$ cat src/rtl/fpadder_pkg.sv
// Shared types and constants for the serial binary32 adder.
// Holds the field layout, the special encodings and the controller states.
package fpadder_pkg;

  typedef struct packed {
    logic        sign;
    logic [7:0]  exp;
    logic [22:0] frac;
  } fp32_t;

  localparam int          EXP_BIAS = 127;
  localparam int          EXP_MAX  = 255;
  localparam logic [31:0] QNAN     = 32'h7FC0_0000;
  localparam logic [31:0] POS_INF  = 32'h7F80_0000;

  typedef enum logic [2:0] {
    S_IDLE,
    S_READY,
    S_GETA,
    S_GETB,
    S_ALIGN,
    S_ADD,
    S_NORM,
    S_ROUND
  } state_e;

endpackage

$ cat src/rtl/fp_lzc_norm.sv
// Leading-zero count of a 27-bit significand and the matching left shift.
// An all-zero input reports a count of 27 and returns zero.
module fp_lzc_norm
  import fpadder_pkg::*;
(
  input  logic [26:0] sig_i,
  output logic [26:0] sig_o,
  output logic [4:0]  shamt_o
);

  always_comb begin
    shamt_o = 5'd27;
    // Scanning upward lets the highest set bit set the final count.
    for (int i = 0; i < 27; i++) begin
      if (sig_i[i]) shamt_o = 5'(26 - i);
    end
    sig_o = sig_i << shamt_o;
  end

endmodule

$ cat src/rtl/fpadder.sv
// Multi-cycle binary32 adder: captures A then B from one serial port, then
// aligns, adds, normalizes and rounds (nearest-even) before publishing sum.
module fpadder
  import fpadder_pkg::*;
(
  input  logic        clock,
  input  logic        nreset,
  input  logic [31:0] a,
  output logic [31:0] sum,
  output logic        ready
);

  state_e             state_q, state_d;
  logic [31:0]        op_a_q, op_a_d, op_b_q, op_b_d;
  logic [31:0]        sum_q, sum_d;
  logic               ready_q, ready_d;
  logic               sign_q, sign_d, eff_sub_q, eff_sub_d;
  logic               special_q, special_d;
  logic [31:0]        special_val_q, special_val_d;
  logic signed [9:0]  exp_q, exp_d;
  logic [26:0]        big_q, big_d, small_q, small_d;
  logic [27:0]        sig_q, sig_d;

  fp32_t              fa, fb, op_big;
  logic               a_zero, b_zero, a_inf, b_inf, a_nan, b_nan, swap, sticky;
  logic [7:0]         exp_diff;
  logic [26:0]        big_sig, small_sig, small_shr, small_al;
  logic [26:0]        lzc_sig;
  logic [4:0]         lzc_shamt;
  logic [23:0]        mant;
  logic [24:0]        mant_r;
  logic [22:0]        frac_r;
  logic               round_up;
  logic signed [9:0]  exp_r;
  logic [31:0]        result;

  fp_lzc_norm u_lzc (
    .sig_i  (sig_q[26:0]),
    .sig_o  (lzc_sig),
    .shamt_o(lzc_shamt)
  );

  // Unpack and align; subnormals are treated as zero throughout.
  always_comb begin
    fa       = fp32_t'(op_a_q);
    fb       = fp32_t'(op_b_q);
    a_zero   = (fa.exp == 8'd0);
    b_zero   = (fb.exp == 8'd0);
    a_inf    = (fa.exp == 8'(EXP_MAX)) && (fa.frac == 23'd0);
    b_inf    = (fb.exp == 8'(EXP_MAX)) && (fb.frac == 23'd0);
    a_nan    = (fa.exp == 8'(EXP_MAX)) && (fa.frac != 23'd0);
    b_nan    = (fb.exp == 8'(EXP_MAX)) && (fb.frac != 23'd0);
    swap     = (b_zero ? 31'd0 : op_b_q[30:0]) > (a_zero ? 31'd0 : op_a_q[30:0]);
    op_big   = swap ? fb : fa;
    big_sig  = (swap ? b_zero : a_zero) ? 27'd0 : {1'b1, op_big.frac, 3'b000};
    small_sig = (swap ? a_zero : b_zero) ? 27'd0 :
                {1'b1, (swap ? fa.frac : fb.frac), 3'b000};
    exp_diff  = op_big.exp - (swap ? fa.exp : fb.exp);
    small_shr = small_sig >> exp_diff;
    sticky    = |(small_sig & ((27'd1 << exp_diff) - 27'd1));
    if (exp_diff >= 8'd26) small_al = {26'd0, |small_sig};
    else                   small_al = {small_shr[26:1], small_shr[0] | sticky};
  end

  always_comb begin
    mant     = sig_q[26:3];
    round_up = sig_q[2] & (sig_q[1] | sig_q[0] | sig_q[3]);
    mant_r   = {1'b0, mant} + {24'd0, round_up};
    exp_r    = exp_q + (mant_r[24] ? 10'sd1 : 10'sd0);
    frac_r   = mant_r[24] ? mant_r[23:1] : mant_r[22:0];
    if (special_q)                             result = special_val_q;
    else if (sig_q == 28'd0)                   result = 32'h0;
    else if (exp_r >= $signed(10'(EXP_MAX)))   result = {sign_q, POS_INF[30:0]};
    else if (exp_r <= 10'sd0)                  result = 32'h0;
    else                                       result = {sign_q, exp_r[7:0], frac_r};
  end

  always_comb begin
    // NOTE: every _d holds its flop by default first, so no path infers a latch.
    state_d       = state_q;
    op_a_d        = op_a_q;
    op_b_d        = op_b_q;
    sum_d         = sum_q;
    sign_d        = sign_q;
    eff_sub_d     = eff_sub_q;
    special_d     = special_q;
    special_val_d = special_val_q;
    exp_d         = exp_q;
    big_d         = big_q;
    small_d       = small_q;
    sig_d         = sig_q;
    unique case (state_q)
      S_IDLE:  state_d = S_READY;
      S_READY: state_d = S_GETA;
      S_GETA: begin
        state_d = S_GETB;
        op_a_d  = a;
      end
      S_GETB: begin
        state_d = S_ALIGN;
        op_b_d  = a;
      end
      S_ALIGN: begin
        state_d       = S_ADD;
        sign_d        = op_big.sign;
        eff_sub_d     = fa.sign ^ fb.sign;
        exp_d         = $signed({2'b00, op_big.exp});
        big_d         = big_sig;
        small_d       = small_al;
        special_d     = a_nan | b_nan | a_inf | b_inf | (a_zero & b_zero);
        if (a_nan || b_nan || (a_inf && b_inf && (fa.sign != fb.sign)))
          special_val_d = QNAN;
        else if (a_inf)  special_val_d = op_a_q;
        else if (b_inf)  special_val_d = op_b_q;
        else             special_val_d = {fa.sign & fb.sign, 31'd0};
      end
      S_ADD: begin
        state_d = S_NORM;
        sig_d   = eff_sub_q ? ({1'b0, big_q} - {1'b0, small_q})
                            : ({1'b0, big_q} + {1'b0, small_q});
      end
      S_NORM: begin
        state_d = S_ROUND;
        if (sig_q[27]) begin
          sig_d = {1'b0, sig_q[27:2], sig_q[1] | sig_q[0]};
          exp_d = exp_q + 10'sd1;
        end else begin
          sig_d = {1'b0, lzc_sig};
          exp_d = exp_q - $signed({5'd0, lzc_shamt});
        end
      end
      S_ROUND: begin
        state_d = S_READY;
        sum_d   = result;
      end
      default: state_d = S_IDLE;
    endcase
    ready_d = (state_d == S_READY);
  end

  // NOTE: non-blocking assignments make every flop sample pre-edge values.
  always_ff @(posedge clock) begin
    if (nreset) begin
      state_q       <= S_IDLE;
      op_a_q        <= '0;
      op_b_q        <= '0;
      sum_q         <= '0;
      ready_q       <= 1'b0;
      sign_q        <= 1'b0;
      eff_sub_q     <= 1'b0;
      special_q     <= 1'b0;
      special_val_q <= '0;
      exp_q         <= '0;
      big_q         <= '0;
      small_q       <= '0;
      sig_q         <= '0;
    end else begin
      state_q       <= state_d;
      op_a_q        <= op_a_d;
      op_b_q        <= op_b_d;
      sum_q         <= sum_d;
      ready_q       <= ready_d;
      sign_q        <= sign_d;
      eff_sub_q     <= eff_sub_d;
      special_q     <= special_d;
      special_val_q <= special_val_d;
      exp_q         <= exp_d;
      big_q         <= big_d;
      small_q       <= small_d;
      sig_q         <= sig_d;
    end
  end

  assign sum   = sum_q;
  assign ready = ready_q;

endmodule

$ cat config.mk
export PLATFORM = sky130hd
export DESIGN_NAME = fpadder
export DESIGN_NICKNAME = d
export VERILOG_FILES = /design/src/rtl/fpadder_pkg.sv /design/src/rtl/fp_lzc_norm.sv /design/src/rtl/fpadder.sv
export SDC_FILE = /design/constraint.sdc
export NUM_CORES = 1
export LEC_CHECK = 0
export ABC_AREA = 1
export CAP_MARGIN = 25
export CORE_AREA = 2 2 169 171
export CTS_CLUSTER_SIZE = 28
export DETAILED_ROUTE_END_ITERATION = 6
export DIE_AREA = 0 0 171 173
export PLACE_DENSITY = 0.82
export SETUP_SLACK_MARGIN = 0.2
export SYNTH_ARGS = -nofsm -noshare
export SYNTH_HDL_FRONTEND = slang
export SYNTH_SLANG_ARGS = --single-unit
$ cat constraint.sdc
create_clock -name clock -period 6.2 [get_ports clock]
set_input_delay 0.62 -clock clock [delete_from_list [all_inputs] [get_ports clock]]
set_output_delay 0.62 -clock clock [all_outputs]
set_load 0.005 [all_outputs]
==> key figures <==
Worst hold path
  – Min-delay worst type: flop to flop
  – Hold path startpoint: special_val_q[13]$_SDFFE_PP0P_

Clock tree
  – Worst-path clk slew: 70 ps
  – Latest clock arrival within the worst-skew pair: approximately 540 ps
  – CTS Buf Count: 25
  – TritonCTS clock tree: yes
  – H-Tree Level Count: 1
  – Root Buffer: clkbuf_16
  – Clock sinks: 224
  – Setup Buffers After CTS: 0
  – Clock Path Buffers: 3

Final layout
  – Commonest non-fill, non-tap cell in the layout: nand2_1
  – Final nets: 2904
  – Most frequent cells in the layout: 612 x nand2_1, 304 x inv_1, 283 x a21oi_1
  – Area Growth Syn to Fin: 9.27%
  – Post-layout util: about two thirds
  – Layout cells sized above 1: 5.55%

Yosys
  – Post-synth top area cell: dfxtp_1
  – Syn avg cell area: 6.13 um^2
  – Top cells by area, synth: dfxtp_1 26%, nand2_1 13%, a21oi_1 8.2%, o21ai_0 7.8%, nand3_1 6.7%
  – Warnings from Yosys: 0
  – Primary FF master, synth: dfxtp_1
  – Post-Syn Nets: ~2900
  – Netlist Area Pre-Place: 17300 um^2
  – Synth top area share: 25.9%
  – Post-synth cell types: 60
  – Seq/Total Area, Yosys: 25.9%
  – Post-synth EDFFs: 0
  – Async SR Flop Fraction: 0%
  – Yosys reg bits: 224
  – Post-synthesis cell count: approximately 2800

Global route
  – First-pass GRT wire length: slightly below 100000 um
  – Total GRT Usage: 42.2%
  – Vias in the first global route: roughly 19000
  – Pin count of the biggest net entering global routing: 83
  – Grt ovf: 0
  – Number of antenna violations at the first check in global routing: 2

Timing
  – Crit share post-route: roughly 90%
  – Layout Skew: 13.9 ps
  – Final hold violation count: 0
  – Final setup viols: 0
  – Worst slew pin tran: around 1100 ps
  – Max Clock Freq: 180 MHz
  – Setup Total Neg Slack: 0 ps
  – Slew margin rel.: 28.9%
  – Unrepaired setup endpoints after global routing: no
  – Final min period: around 5600 ps
  – Max-slew violation count: 0

Worst setup path
  – R2R Path Start: fb[29]$_SDFFE_PP0N_
  – CP Max Fanout: 37
  – Critical path arrival: 5950 ps
  – Worst EP required: 6580 ps
  – CP max stage delay: between 300 and 400 ps
  – Worst path slowest cell: buf_4
  – CP Capture Type: flop
  – CP most frequent cell: nand2_1
  – Critical path launch point: fb[29]$_SDFFE_PP0N_
  – CP Launch Type: flop
  – WS Path Type: flop to flop

Placement
  – Port-buffer cells: between 60 and 70
  – Hpwl dp: 47200 um
  – Routability Congestion: 1.12

Floorplanning
  – Die Ht: 173 um
  – Starting Density: 62.8%
  – Die extent in x: around 170 um
  – Core area: roughly 28000 um^2
  – Top Ports: 67
  – Row count: slightly above 60
  – Total die area: 29600 um^2

Drt
  – DRT Pass-1 Iters: 7
  – Final antenna-violating net count: 0
  – Initial DRC count: 2256
  – DR vias/cell: 6.29
  – WL final: between 60000 and 70000 um
  – DRC: 0
  – Via Count: 20076
  – WL/cell: 19.9 um

Power and ir drop
  – Max IR drop VDD: 0.303 mV
  – P per Cell Area: slightly above 400 nW/um^2
  – Total leakage power: 8.60 nW
  – PnR Total Power: 7.68 mW

Outcome
  – Run status: finished, final reports clean

Flow run
  – Maxcap violations: 0
==> per-layer routing <==
metal	global-route usage [%]	share of wire, %	vias to the layer above
met5	0	0	-
met4	30.8	8.9	0
met3	7.58	9.5	313
met2	68.2	45	1256
met1	50.0	37	9107
li1	-	-	9400
==> path summary, 6_finish.rpt <==
check / to / slack (ps) / cells after the start
hold reg to reg: special_val_q[13]$_SDFFE_PP0P_ / 440 / 2
setup reg to reg: small_q[0]$_SDFFE_PP0P_ / 630 / 34
hold / removal: special_val_q[13]$_SDFFE_PP0P_ / 440 / 2
setup / recovery: small_q[0]$_SDFFE_PP0P_ / 630 / 34
==> synth_stat cells, drive strengths merged, types with 2 or more instances <==
cell,instances
nand2,627
inv,323
nor2,290
a21oi,285
o21ai,280
nand3,241
dfxtp,224
clkbuf,131
ha,72
nand4,61
xor2,49
nor3,34
o211ai,27
a31oi,26
buf,26
xnor2,18
a22oi,16
nor4,14
a32oi,10
o22ai,10
o21bai,9
nand3b,8
a211oi,6
clkinv,5
or2,5
a21o,4
o2111ai,4
a221oi,3
and3,3
mux2i,3
o221ai,3
o31ai,2
==> cell type report <==
cell class	count	area, um^2
multi-input combinational	2119	11000
fill	2504	8680
sequential	224	4480
inverter	328	1230
timing repair buffer	99	920
clock buffer	31	678
tap	378	473
clock inverter	11	150
antenna	3	7.51
==> worst max-delay path: cells and delay by family (launching register included) <==
family / cells / cell delay (ps)
buffers and inverters: 2 / 490
adder cells (fa/ha/maj): 2 / 560
AND/OR/NAND/NOR: 25 / 3250
flip-flops: 1 / 350
AO/OA/AOI/OAI: 5 / 730
==> power breakdown <==
group	total, mW	leakage (nW)	internal (mW)	switching [mW]
sequential	1.55	1.81	1.49	0.0581
clock	1.54	0.401	0.901	0.636
combinational	4.59	6.39	1.33	3.26
==> timing repair <==
action                     4_1_cts  5_1_grt
setup endpoints to repair        0        5
hold buffers                     0        0
resized for setup                0        1
==> flip-flops by register name (all words and copies together) (netlist names) <==
name and flops:
fa 32, big_q 24, ready 1, eff_sub_q 1
state_q 3, small_q 27, fb 32, sig_q 28
special_q 1, exp_q 10, sum 32, special_val_q 32
sign_q 1
==> per-stage QoR <==
stage                     cells  worst slack [ps]  cell area [um^2]  hold WS [ps]
after global routing       3192               260             18900           455
after floorplan            2828              1450             17300           419
after detailed placement   3147               863             18100           429
after CTS                  3189               828             18900           440
final                      3193               631             18900           439
after global placement     3146              1050             18100           426
==> cell families (layout without fill, tap and decap cells) <==
group | after synthesis | in the layout | share of synthesized area, %
buf+inv | 485 | 469 | 10.7
mux | 3 | 3 | 0.173
simple gates | 1285 | 1285 | 32.6
xor+xnor | 67 | 67 | 3.54
flops | 224 | 224 | 25.9
other cells | 0 | 3 | 0
fa+ha+maj | 73 | 73 | 5.31
compound gates | 691 | 691 | 21.8
No activity file was read; power rests on OpenSTA's default activity.
